<file path="config.mk">
export PLATFORM = sky130hd
export DESIGN_NAME = branch_resolve_unit
export DESIGN_NICKNAME = d
export VERILOG_FILES = /design/src/rtl/bru_pkg.sv /design/src/rtl/branch_cmp.sv /design/src/rtl/branch_resolve_unit.sv
export SDC_FILE = /design/constraint.sdc
export NUM_CORES = 1
export LEC_CHECK = 0
export BUFFER_PORTS_ARGS = -buffer_cell sky130_fd_sc_hd__buf_2
export CORE_MARGIN = 5
export CORE_UTILIZATION = 30
export CTS_BUF_LIST = sky130_fd_sc_hd__clkbuf_4 sky130_fd_sc_hd__clkbuf_8
export DETAILED_ROUTE_END_ITERATION = 16
export PLACE_DENSITY = 0.48
export SYNTH_ARGS = -nofsm -noshare
export SYNTH_HDL_FRONTEND = slang
export SYNTH_SLANG_ARGS = --single-unit
</file>
<file path="constraint.sdc">
create_clock -name clk_in -period 2.8 [get_ports clk_in]
set_input_delay 0.14 -clock clk_in [delete_from_list [all_inputs] [get_ports clk_in]]
set_output_delay 0.14 -clock clk_in [all_outputs]
set_load 0.02 [all_outputs]
</file>
<file path="src/rtl/bru_pkg.sv">
// Shared constants and S1 payload type for the branch resolve unit.
// Opcode/funct3 encodings follow the RV32I/RV64I base ISA.
package bru_pkg;

  localparam logic [4:0] OP_BRANCH = 5'b11000;
  localparam logic [4:0] OP_JAL    = 5'b11011;
  localparam logic [4:0] OP_JALR   = 5'b11001;

  localparam logic [2:0] F3_BEQ  = 3'b000;
  localparam logic [2:0] F3_BNE  = 3'b001;
  localparam logic [2:0] F3_BLT  = 3'b100;
  localparam logic [2:0] F3_BGE  = 3'b101;
  localparam logic [2:0] F3_BLTU = 3'b110;
  localparam logic [2:0] F3_BGEU = 3'b111;

  typedef struct packed {
    logic taken;
    logic pred_taken;
    logic illegal;
    logic is_cf;
  } s1_payload_t;

endpackage

</file>
<file path="src/rtl/branch_cmp.sv">
// Combinational branch condition evaluator.
// Reserved funct3 codes (010/011) resolve to not-taken.
module branch_cmp
  import bru_pkg::*;
#(
  parameter int XLEN = 32
) (
  input  logic [XLEN-1:0] i_rs1,
  input  logic [XLEN-1:0] i_rs2,
  input  logic [2:0]      i_funct3,
  output logic            o_taken
);

  logic w_eq;
  logic w_lt;
  logic w_ltu;

  assign w_eq  = (i_rs1 == i_rs2);
  assign w_lt  = ($signed(i_rs1) < $signed(i_rs2));
  assign w_ltu = (i_rs1 < i_rs2);

  // select the condition named by funct3
  always_comb begin
    o_taken = 1'b0;
    unique case (i_funct3)
      F3_BEQ:  o_taken = w_eq;
      F3_BNE:  o_taken = ~w_eq;
      F3_BLT:  o_taken = w_lt;
      F3_BGE:  o_taken = ~w_lt;
      F3_BLTU: o_taken = w_ltu;
      F3_BGEU: o_taken = ~w_ltu;
      default: o_taken = 1'b0;
    endcase
  end

endmodule

</file>
<file path="src/rtl/branch_resolve_unit.sv">
// Two-stage branch resolution: S1 resolves, S2 evaluates mispredict.
// Optional perf counters enabled by defining BRU_PERF_CNT_EN.
module branch_resolve_unit
  import bru_pkg::*;
#(
  parameter int XLEN  = 32,
  parameter int CNT_W = 32
) (
  input  logic            clk_in,
  input  logic            rst_in,
  input  logic            valid_in,
  output logic            ready_out,
  input  logic [XLEN-1:0] pc_in,
  input  logic [XLEN-1:0] rs1_in,
  input  logic [XLEN-1:0] rs2_in,
  input  logic [XLEN-1:0] imm_in,
  input  logic [4:0]      opcode_6_to_2_in,
  input  logic [2:0]      funct3_in,
  input  logic            pred_taken_in,
  input  logic [XLEN-1:0] pred_target_in,
  input  logic            flush_in,
  output logic            valid_out,
  input  logic            ready_in,
  output logic            branch_taken_out,
  output logic [XLEN-1:0] target_out,
  output logic [XLEN-1:0] link_out,
  output logic            mispredict_out,
  output logic            illegal_out
`ifdef BRU_PERF_CNT_EN
  ,
  output logic [CNT_W-1:0] branch_cnt_out,
  output logic [CNT_W-1:0] mispred_cnt_out
`endif
);

  localparam logic [XLEN-1:0] FOUR = XLEN'(4);

  logic            w_is_br;
  logic            w_is_jal;
  logic            w_is_jalr;
  logic            w_cmp_taken;
  logic [XLEN-1:0] w_pc4;
  logic [XLEN-1:0] w_pc_imm;
  logic [XLEN-1:0] w_rs1_imm;
  logic [XLEN-1:0] w_target;
  s1_payload_t     w_pl;
  logic            w_retire;
  logic            w_kill;
  logic            w_adv;
  logic            w_s1_open;
  logic            w_accept;
  logic            w_mis;

  logic            r_s1_valid;
  s1_payload_t     r_s1_pl;
  logic [XLEN-1:0] r_s1_target;
  logic [XLEN-1:0] r_s1_link;
  logic [XLEN-1:0] r_s1_pred_target;

  logic            r_s2_valid;
  logic            r_s2_taken;
  logic [XLEN-1:0] r_s2_target;
  logic [XLEN-1:0] r_s2_link;
  logic            r_s2_mis;
  logic            r_s2_ill;
  logic            r_s2_cf;

  assign w_is_br   = (opcode_6_to_2_in == OP_BRANCH);
  assign w_is_jal  = (opcode_6_to_2_in == OP_JAL);
  assign w_is_jalr = (opcode_6_to_2_in == OP_JALR);
  assign w_pc4     = pc_in + FOUR;
  assign w_pc_imm  = pc_in + imm_in;
  assign w_rs1_imm = rs1_in + imm_in;

  branch_cmp #(.XLEN(XLEN)) u_cmp (
    .i_rs1    (rs1_in),
    .i_rs2    (rs2_in),
    .i_funct3 (funct3_in),
    .o_taken  (w_cmp_taken)
  );

  // decode the candidate into taken/target/flags
  always_comb begin
    w_pl            = '0;
    w_pl.pred_taken = pred_taken_in;
    w_target        = w_pc4;
    unique case (1'b1)
      w_is_br: begin
        w_pl.is_cf   = 1'b1;
        w_pl.illegal = (funct3_in[2:1] == 2'b01);
        w_pl.taken   = w_cmp_taken;
        if (w_cmp_taken) w_target = w_pc_imm;
      end
      w_is_jal: begin
        w_pl.is_cf = 1'b1;
        w_pl.taken = 1'b1;
        w_target   = w_pc_imm;
      end
      w_is_jalr: begin
        w_pl.is_cf = 1'b1;
        w_pl.taken = 1'b1;
        w_target   = {w_rs1_imm[XLEN-1:1], 1'b0};
      end
      default: ;
    endcase
  end

  assign w_retire  = r_s2_valid & ready_in;
  assign w_kill    = w_retire & r_s2_mis;
  assign w_adv     = ~r_s2_valid | ready_in;
  assign w_s1_open = w_adv | ~r_s1_valid;
  assign ready_out = ~rst_in & ~flush_in & ~w_kill & w_s1_open;
  assign w_accept  = valid_in & ready_out;

  assign w_mis = (r_s1_pl.taken != r_s1_pl.pred_taken)
               | (r_s1_pl.taken & (r_s1_target != r_s1_pred_target));

  // S1: capture resolved candidate; kill or flush drops it
  always_ff @(posedge clk_in) begin
    if (rst_in) begin
      r_s1_valid       <= 1'b0;
      r_s1_pl          <= '0;
      r_s1_target      <= '0;
      r_s1_link        <= '0;
      r_s1_pred_target <= '0;
    end else if (flush_in | w_kill) begin
      r_s1_valid <= 1'b0;
    end else if (w_s1_open) begin
      r_s1_valid <= w_accept;
      if (w_accept) begin
        r_s1_pl          <= w_pl;
        r_s1_target      <= w_target;
        r_s1_link        <= w_pc4;
        r_s1_pred_target <= pred_target_in;
      end
    end
  end

  // S2: register mispredict and hold outputs under back-pressure
  always_ff @(posedge clk_in) begin
    if (rst_in) begin
      r_s2_valid  <= 1'b0;
      r_s2_taken  <= 1'b0;
      r_s2_target <= '0;
      r_s2_link   <= '0;
      r_s2_mis    <= 1'b0;
      r_s2_ill    <= 1'b0;
      r_s2_cf     <= 1'b0;
    end else if (flush_in) begin
      r_s2_valid <= 1'b0;
    end else if (w_adv) begin
      r_s2_valid <= r_s1_valid & ~w_kill;
      if (r_s1_valid & ~w_kill) begin
        r_s2_taken  <= r_s1_pl.taken;
        r_s2_target <= r_s1_target;
        r_s2_link   <= r_s1_link;
        r_s2_mis    <= w_mis;
        r_s2_ill    <= r_s1_pl.illegal;
        r_s2_cf     <= r_s1_pl.is_cf;
      end
    end
  end

  assign valid_out        = r_s2_valid;
  assign branch_taken_out = r_s2_taken;
  assign target_out       = r_s2_target;
  assign link_out         = r_s2_link;
  assign mispredict_out   = r_s2_mis;
  assign illegal_out      = r_s2_ill;

`ifdef BRU_PERF_CNT_EN
  logic [CNT_W-1:0] r_br_cnt;
  logic [CNT_W-1:0] r_mis_cnt;

  // saturating counts of retired control flow and mispredicts
  always_ff @(posedge clk_in) begin
    if (rst_in) begin
      r_br_cnt  <= '0;
      r_mis_cnt <= '0;
    end else if (w_retire) begin
      if (r_s2_cf & ~&r_br_cnt)
        r_br_cnt <= r_br_cnt + 1'b1;
      if (r_s2_mis & ~&r_mis_cnt)
        r_mis_cnt <= r_mis_cnt + 1'b1;
    end
  end

  assign branch_cnt_out  = r_br_cnt;
  assign mispred_cnt_out = r_mis_cnt;
`else
  logic             w_unused_cf;
  logic [CNT_W-1:0] w_unused_cnt;
  assign w_unused_cf  = r_s2_cf;
  assign w_unused_cnt = '0;
`endif

endmodule

</file>
; ---- Word level (Yosys, flattened, before mapping)
; Cells that the tools add are included.
[classes]
muxes = 5
bitwise_logic = 21
add_sub_neg = 3
n_lt_le_gt_ge = 2
reduce_logical = 6
n_eq_ne = 12
[op_table]
columns = cell, count
row1 = 32-bit case mux with 3 select lines, 1
row2 = 32-bit adder, 2
row3 = 32-bit less-than comparator, 2
row4 = 32-bit by 3-bit adder with 32-bit output (second input constant), 1
row5 = 32-bit == test, 1
row6 = 32-bit 2-to-1 mux, 1
row7 = 32-bit inequality test, 1
row8 = 5-bit == test (second input constant), 3
row9 = 3-bit == test (second input constant), 4
row10 = 1-bit NOT, 9
row11 = 1-bit AND, 8
row12 = 1-bit case mux with 6 select lines, 1
row13 = 3-bit AND reduction, 2
row14 = 2-bit OR reduction, 3
row15 = 1-bit OR, 4
row16 = 3-bit by 1-bit == test with 1-bit output (second input constant), 1
row17 = 3-bit zero test, 1
row18 = 2-bit by 1-bit == test with 1-bit output (second input constant), 1
row19 = 1-bit case mux with 2 select lines, 1
row20 = 1-bit 2-to-1 mux, 1
row21 = 1-bit inequality test, 1
[totals]
input_bits = 174
ff_bits = 168
word_cells = 62
output_inout_bits = 69

; ---- Logic depth before layout (Yosys ltp)
[logic_depth]
word_depth = 7
depth_mapped = 12

; ---- Modules after synthesis
; From an unflattened synthesis, not the netlist that was laid out.
[unflattened]
hier_cells = 1553
hier_area_um2 = 11622.4
[modules_own_cells]
columns = module, cells_per_inst, area_per_inst_um2, n_inst
row1 = branch_resolve_unit, 1433, 10757.8, 1
row2 = branch_cmp, 120, 864.6, 1

; ---- Least setup slack after synthesis
; No wires, ideal clock.
[synth_path]
kind = register to register
startpoint = register r_s2_mis (netlist: mispredict_out)
endpoint = register r_s1_target[19]
setup_ns = 0.079
t_arrival_ns = 2.726
stages_incl_launch_ff = 11
period_less_slack_ns = 2.805
slack_ns = -0.005
path_cell_list = dfxtp_1 mux2_2 a211oi_1 and2_1 clkbuf_1 nor2_1 nor2_1 inv_1 or3_1 or3b_1 o211ai_1
[synth_via]
elab_chain_cells = 6
elab_cells_between_ends = 8
cone_classes = bitwise: 7 / reduce/logical: 1
[synth_rtl]
columns = element, line_no
row1 = "start, declared", branch_resolve_unit.sv:64  ; logic r_s2_mis;
row2 = "start signal, assigned", branch_resolve_unit.sv:157  ; r_s2_mis <= w_mis;
row3 = 1-bit AND, branch_resolve_unit.sv:109  ; assign w_kill = w_retire & r_s2_mis;
row4 = 1-bit NOT, branch_resolve_unit.sv:112  ; assign ready_out = ~rst_in & ~flush_in & ~w_kill & w_s1_open;
row5 = 1-bit AND (2 in a row), branch_resolve_unit.sv:112
row6 = net ready_out, branch_resolve_unit.sv:12  ; output logic ready_out,
row7 = 1-bit AND, branch_resolve_unit.sv:113  ; assign w_accept = valid_in & ready_out;
row8 = 3-bit AND reduction (no line), -
row9 = "end signal, assigned", branch_resolve_unit.sv:132  ; r_s1_target <= w_target;
row10 = "end, declared", branch_resolve_unit.sv:56  ; logic [XLEN-1:0] r_s1_target;
; The timed path passes the listed nets, and every way through them passes these cells.
; A chain may end at the register's enable or synchronous reset.

; ---- Final worst setup path
[layout_path]
startpoint = input port rs1_in[31]
endpoint = register r_s1_target[2]
[layout_via]
elab_chain_cells = 5
elab_cells_between_ends = 9
cone_classes = order compare: 2 / eq/ne: 1 / mux: 3 / bitwise: 3
[layout_rtl]
columns = element, line_no
row1 = "start, declared", branch_resolve_unit.sv:14  ; input logic [XLEN-1:0] rs1_in,
row2 = 32-bit less-than comparator (tied with other cells), branch_cmp.sv:20  ; assign w_ltu = (i_rs1 < i_rs2);
row3 = 1-bit NOT (on tied branches), "branch_cmp.sv:31, branch_cmp.sv:27, branch_cmp.sv:29"
row4 = 1-bit case mux with 6 select lines *, branch_cmp.sv:25  ; unique case (i_funct3)
row5 = 32-bit 2-to-1 mux *, branch_resolve_unit.sv:92  ; if (w_cmp_taken) w_target = w_pc_imm;
row6 = 32-bit case mux with 3 select lines *, branch_resolve_unit.sv:87  ; unique case (1'b1)
; Mark *: on every way between the ends. The rest lies on a longest branch, timed or not.

==> implementation parameters <==
Parameter                              Value

Logic synthesis
  Post-Syn Area per Cell ... 7.51 um^2
  Most common cell in the synthesized netlist ... sky130_fd_sc_hd__nand2_1
  Synth top area cells ... sky130_fd_sc_hd__dfxtp_1 (30%), sky130_fd_sc_hd__ha_1 (11%), sky130_fd_sc_hd__nand2_1 (11%), sky130_fd_sc_hd__a21oi_1 (9.7%), sky130_fd_sc_hd__xor2_1 (4.5%)
  Dominant cell type by area after synthesis ... sky130_fd_sc_hd__dfxtp_1
  Synth async-reset ratio ... 0%
  Post-synth EDFFs ... 0
  Sequential cell area fraction in the yosys report ... 30.3%
  Distinct cells, synth ... 69
  Cell count after synthesis ... 1,476
  Yosys synthesis warning count ... 0
  Mapped Nets ... 1,746
  Synth Flop Type ... sky130_fd_sc_hd__dfxtp_1
  Post-synthesis instance area ... 11,100 um^2
  Synth top area share ... 30.3%
  Flip-flop and latch count after synthesis ... 168
  Most instantiated cells after synthesis ... sky130_fd_sc_hd__nand2_1 (312), sky130_fd_sc_hd__a21oi_1 (215), sky130_fd_sc_hd__dfxtp_1 (168)

Clock tree
  Maximum level of the CTS H-tree ... 4
  Clock latency on the worst-skew pair ... 0.47 ns
  Clock slew at reported path FFs ... 0.08 ns
  Maximum number of buffers from clock root to sink ... 2
  Cts bufs inserted ... 17
  Clock root buffer ... sky130_fd_sc_hd__clkbuf_8
  Total number of clock tree sinks ... 168
  Clock tree from TritonCTS ... yes

Pwr
  Worst-case vdd ir drop ... 0.274 mV
  Total power divided by cell area ... 410 nW/um^2
  Static leakage power ... 0.00654 uW

Routing
  DRC errors left ... 0
  Routed len/inst ... 17.7 um
  DR pass1 iterations ... 5
  Vias after detailed routing ... 11,650
  DRT antenna net count ... 0
  Drt total wl ... 41,400 um
  DRT iter0 DRCs ... 742
  Via density per instance ... 4.98

Timing
  Count of pins over their slew limit ... 0
  Slew of the pin with the lowest slew margin ... 0.857 ns
  Final min period ... 2.58 ns
  Finish-stage setup viols ... 0
  Unrepaired setup endpoints after global routing ... no
  Final worst-path cycle share ... 92.0%
  Layout Skew ... 0.0160 ns
  FMAX ... 388 MHz
  Final hold violation count ... 0
  Worst hold slack ... 0.0638 ns
  Remaining max-slew budget at the tightest pin ... 42.9%

Critical path
  Reg-to-reg setup timing slack ... 0.35 ns
  Critical path required time ... 3.14 ns
  Worst reg2reg path depth ... 9
  Critical Path End Type ... flop
  Element type at the critical path start ... primary input
  Worst path arrival time ... 2.91 ns
  Critical path start-end classification ... in -> reg
  Highest net fanout along the worst path ... 7

Min path
  Worst min path class ... in -> reg
  Number of stages on the worst hold path ... 4

Floorplanning
  Total Die Area ... 40,900 um^2
  Row count ... 70
  Initial Util ... 30.4%
  Die Span Y ... 202 um
  Count of pins on the block boundary ... 243
  Die X ... 202 um
  Area inside the core boundary ... 36,500 um^2

Global route
  Total grt overflow ... 0
  Largest net degree at the start of global routing ... 75
  Global-route wire length before repair ... 63,800 um
  Global routing usage summed across all routing layers ... 19.6%
  Number of global-route vias before repair ... 11,352
  Antenna violations before repair ... 4

Placed design
  I/O Buffers ... 242
  RD Place Congestion ... 0.881
  Cells after DPL ... 2,269
  Post-DP HPWL ... 33,700 um

Cells and area
  Share of post-route cells with drive strength above 1 ... 24.0%
  NumNets Final ... 2,128
  Syn-to-layout area delta ... 31.5%
  Cell Count, Final, Fillers Out ... 2,339

Run status
  Run status ... finished, final reports clean

Job
  Total of max-cap violations ... 0
[cell usage in the layout, fill, tap and decap left out, drive strengths merged, types with 16 or more instances in the layout]
master	instances
nor2	59
nand2	312
buf	397
a211oi	18
dlygate4sd3	38
dfxtp	168
nor3	20
a21oi	216
clkbuf	20
xor2	57
a21o	21
nand3	34
ha	94
a221oi	16
o21ai	86
nand4	19
inv	62
xnor2	51
[critical path, stage by stage]
cell and delay [ns]:
sky130_fd_sc_hd__buf_2 0.12, sky130_fd_sc_hd__ha_1 0.29, sky130_fd_sc_hd__nand4_1 0.22, sky130_fd_sc_hd__nor4_1 0.44, sky130_fd_sc_hd__buf_4 0.19, sky130_fd_sc_hd__nand3b_1 0.09, sky130_fd_sc_hd__a21o_1 0.19, sky130_fd_sc_hd__o211ai_1 0.18
sky130_fd_sc_hd__buf_4 0.19, sky130_fd_sc_hd__o21ai_1 0.07, sky130_fd_sc_hd__buf_4 0.17, sky130_fd_sc_hd__a222oi_1 0.50, sky130_fd_sc_hd__o21ai_0 0.13
[registers in the layout (all words and copies together), names as in the netlist]
name and flops:
valid_out 1, link_out 32, branch_taken_out 1, target_out 32, r_s1_link 32, r_s1_valid 1
r_s1_pl 3, illegal_out 1, r_s1_target 32, r_s1_pred_target 32, mispredict_out 1
[path summary, 6_finish.rpt]
kind | start | endpoint
max reg2reg | mispredict_out | r_s1_target[5]
min | pc_in[16] | r_s1_target[16]
min reg2reg | r_s1_link[19] | link_out[19]
max | rs1_in[31] | r_s1_target[2]
[routing by layer]
layer | part of all wire [%] | vias up | global-route usage (%)
li1 | - | 5976 | -
met1 | 50 | 5333 | 28.9
met2 | 43 | 302 | 30.5
met3 | 5.2 | 33 | 3.02
met4 | 1.2 | 6 | 3.71
met5 | 0.075 | - | 0
[power breakdown]
| part | switching [uW] | internal [uW] |
|---|---|---|
| Sequential | 74.7 | 2460 |
| Clock | 903 | 843 |
| Combinational | 924 | 776 |
[cells by family after synthesis]
family | count (synthesis) | synth area share (%)
compound gates | 440 | 24.1
xor+xnor | 108 | 8.53
fa+ha+maj | 96 | 11.0
buf+inv | 133 | 4.59
flops | 168 | 30.3
mux | 3 | 0.282
simple gates | 528 | 21.2
[per-stage QoR]
step / utilization, % / power (uW) / TNS [ns] / cell area (um^2) / setup slack [ns]
2_1_floorplan: - / 3510 / 0 / 11100 / 0.0789
3_3_place_gp: 37.8 / 4240 / -7.32 / 13800 / -0.400
3_5_place_dp: 37.8 / 4240 / -7.35 / 13800 / -0.410
4_1_cts: 39.9 / 6050 / 0 / 14600 / 0.107
5_1_grt: 39.9 / 6320 / 0 / 14600 / 0.0505
6_report: 39.9 / 5980 / 0 / 14600 / 0.224
[cell type report]
| cell class | count | area [um^2] |
|---|---|---|
| clock buffer | 20 | 269 |
| fill | 3822 | 21900 |
| antenna | 1 | 2.50 |
| sequential | 168 | 3360 |
| inverter | 61 | 229 |
| clock inverter | 11 | 124 |
| timing repair buffer | 435 | 2780 |
| multi-input combinational | 1175 | 7230 |
| tap | 468 | 586 |
[what timing repair did]
action,in CTS,in global routing
buffers inserted,0,0
endpoints found under the setup margin,0,3
hold buffers,38,0
hold endpoints to repair,38,0
gates resized for setup,0,1
No activity file was read; power rests on OpenSTA's default activity.
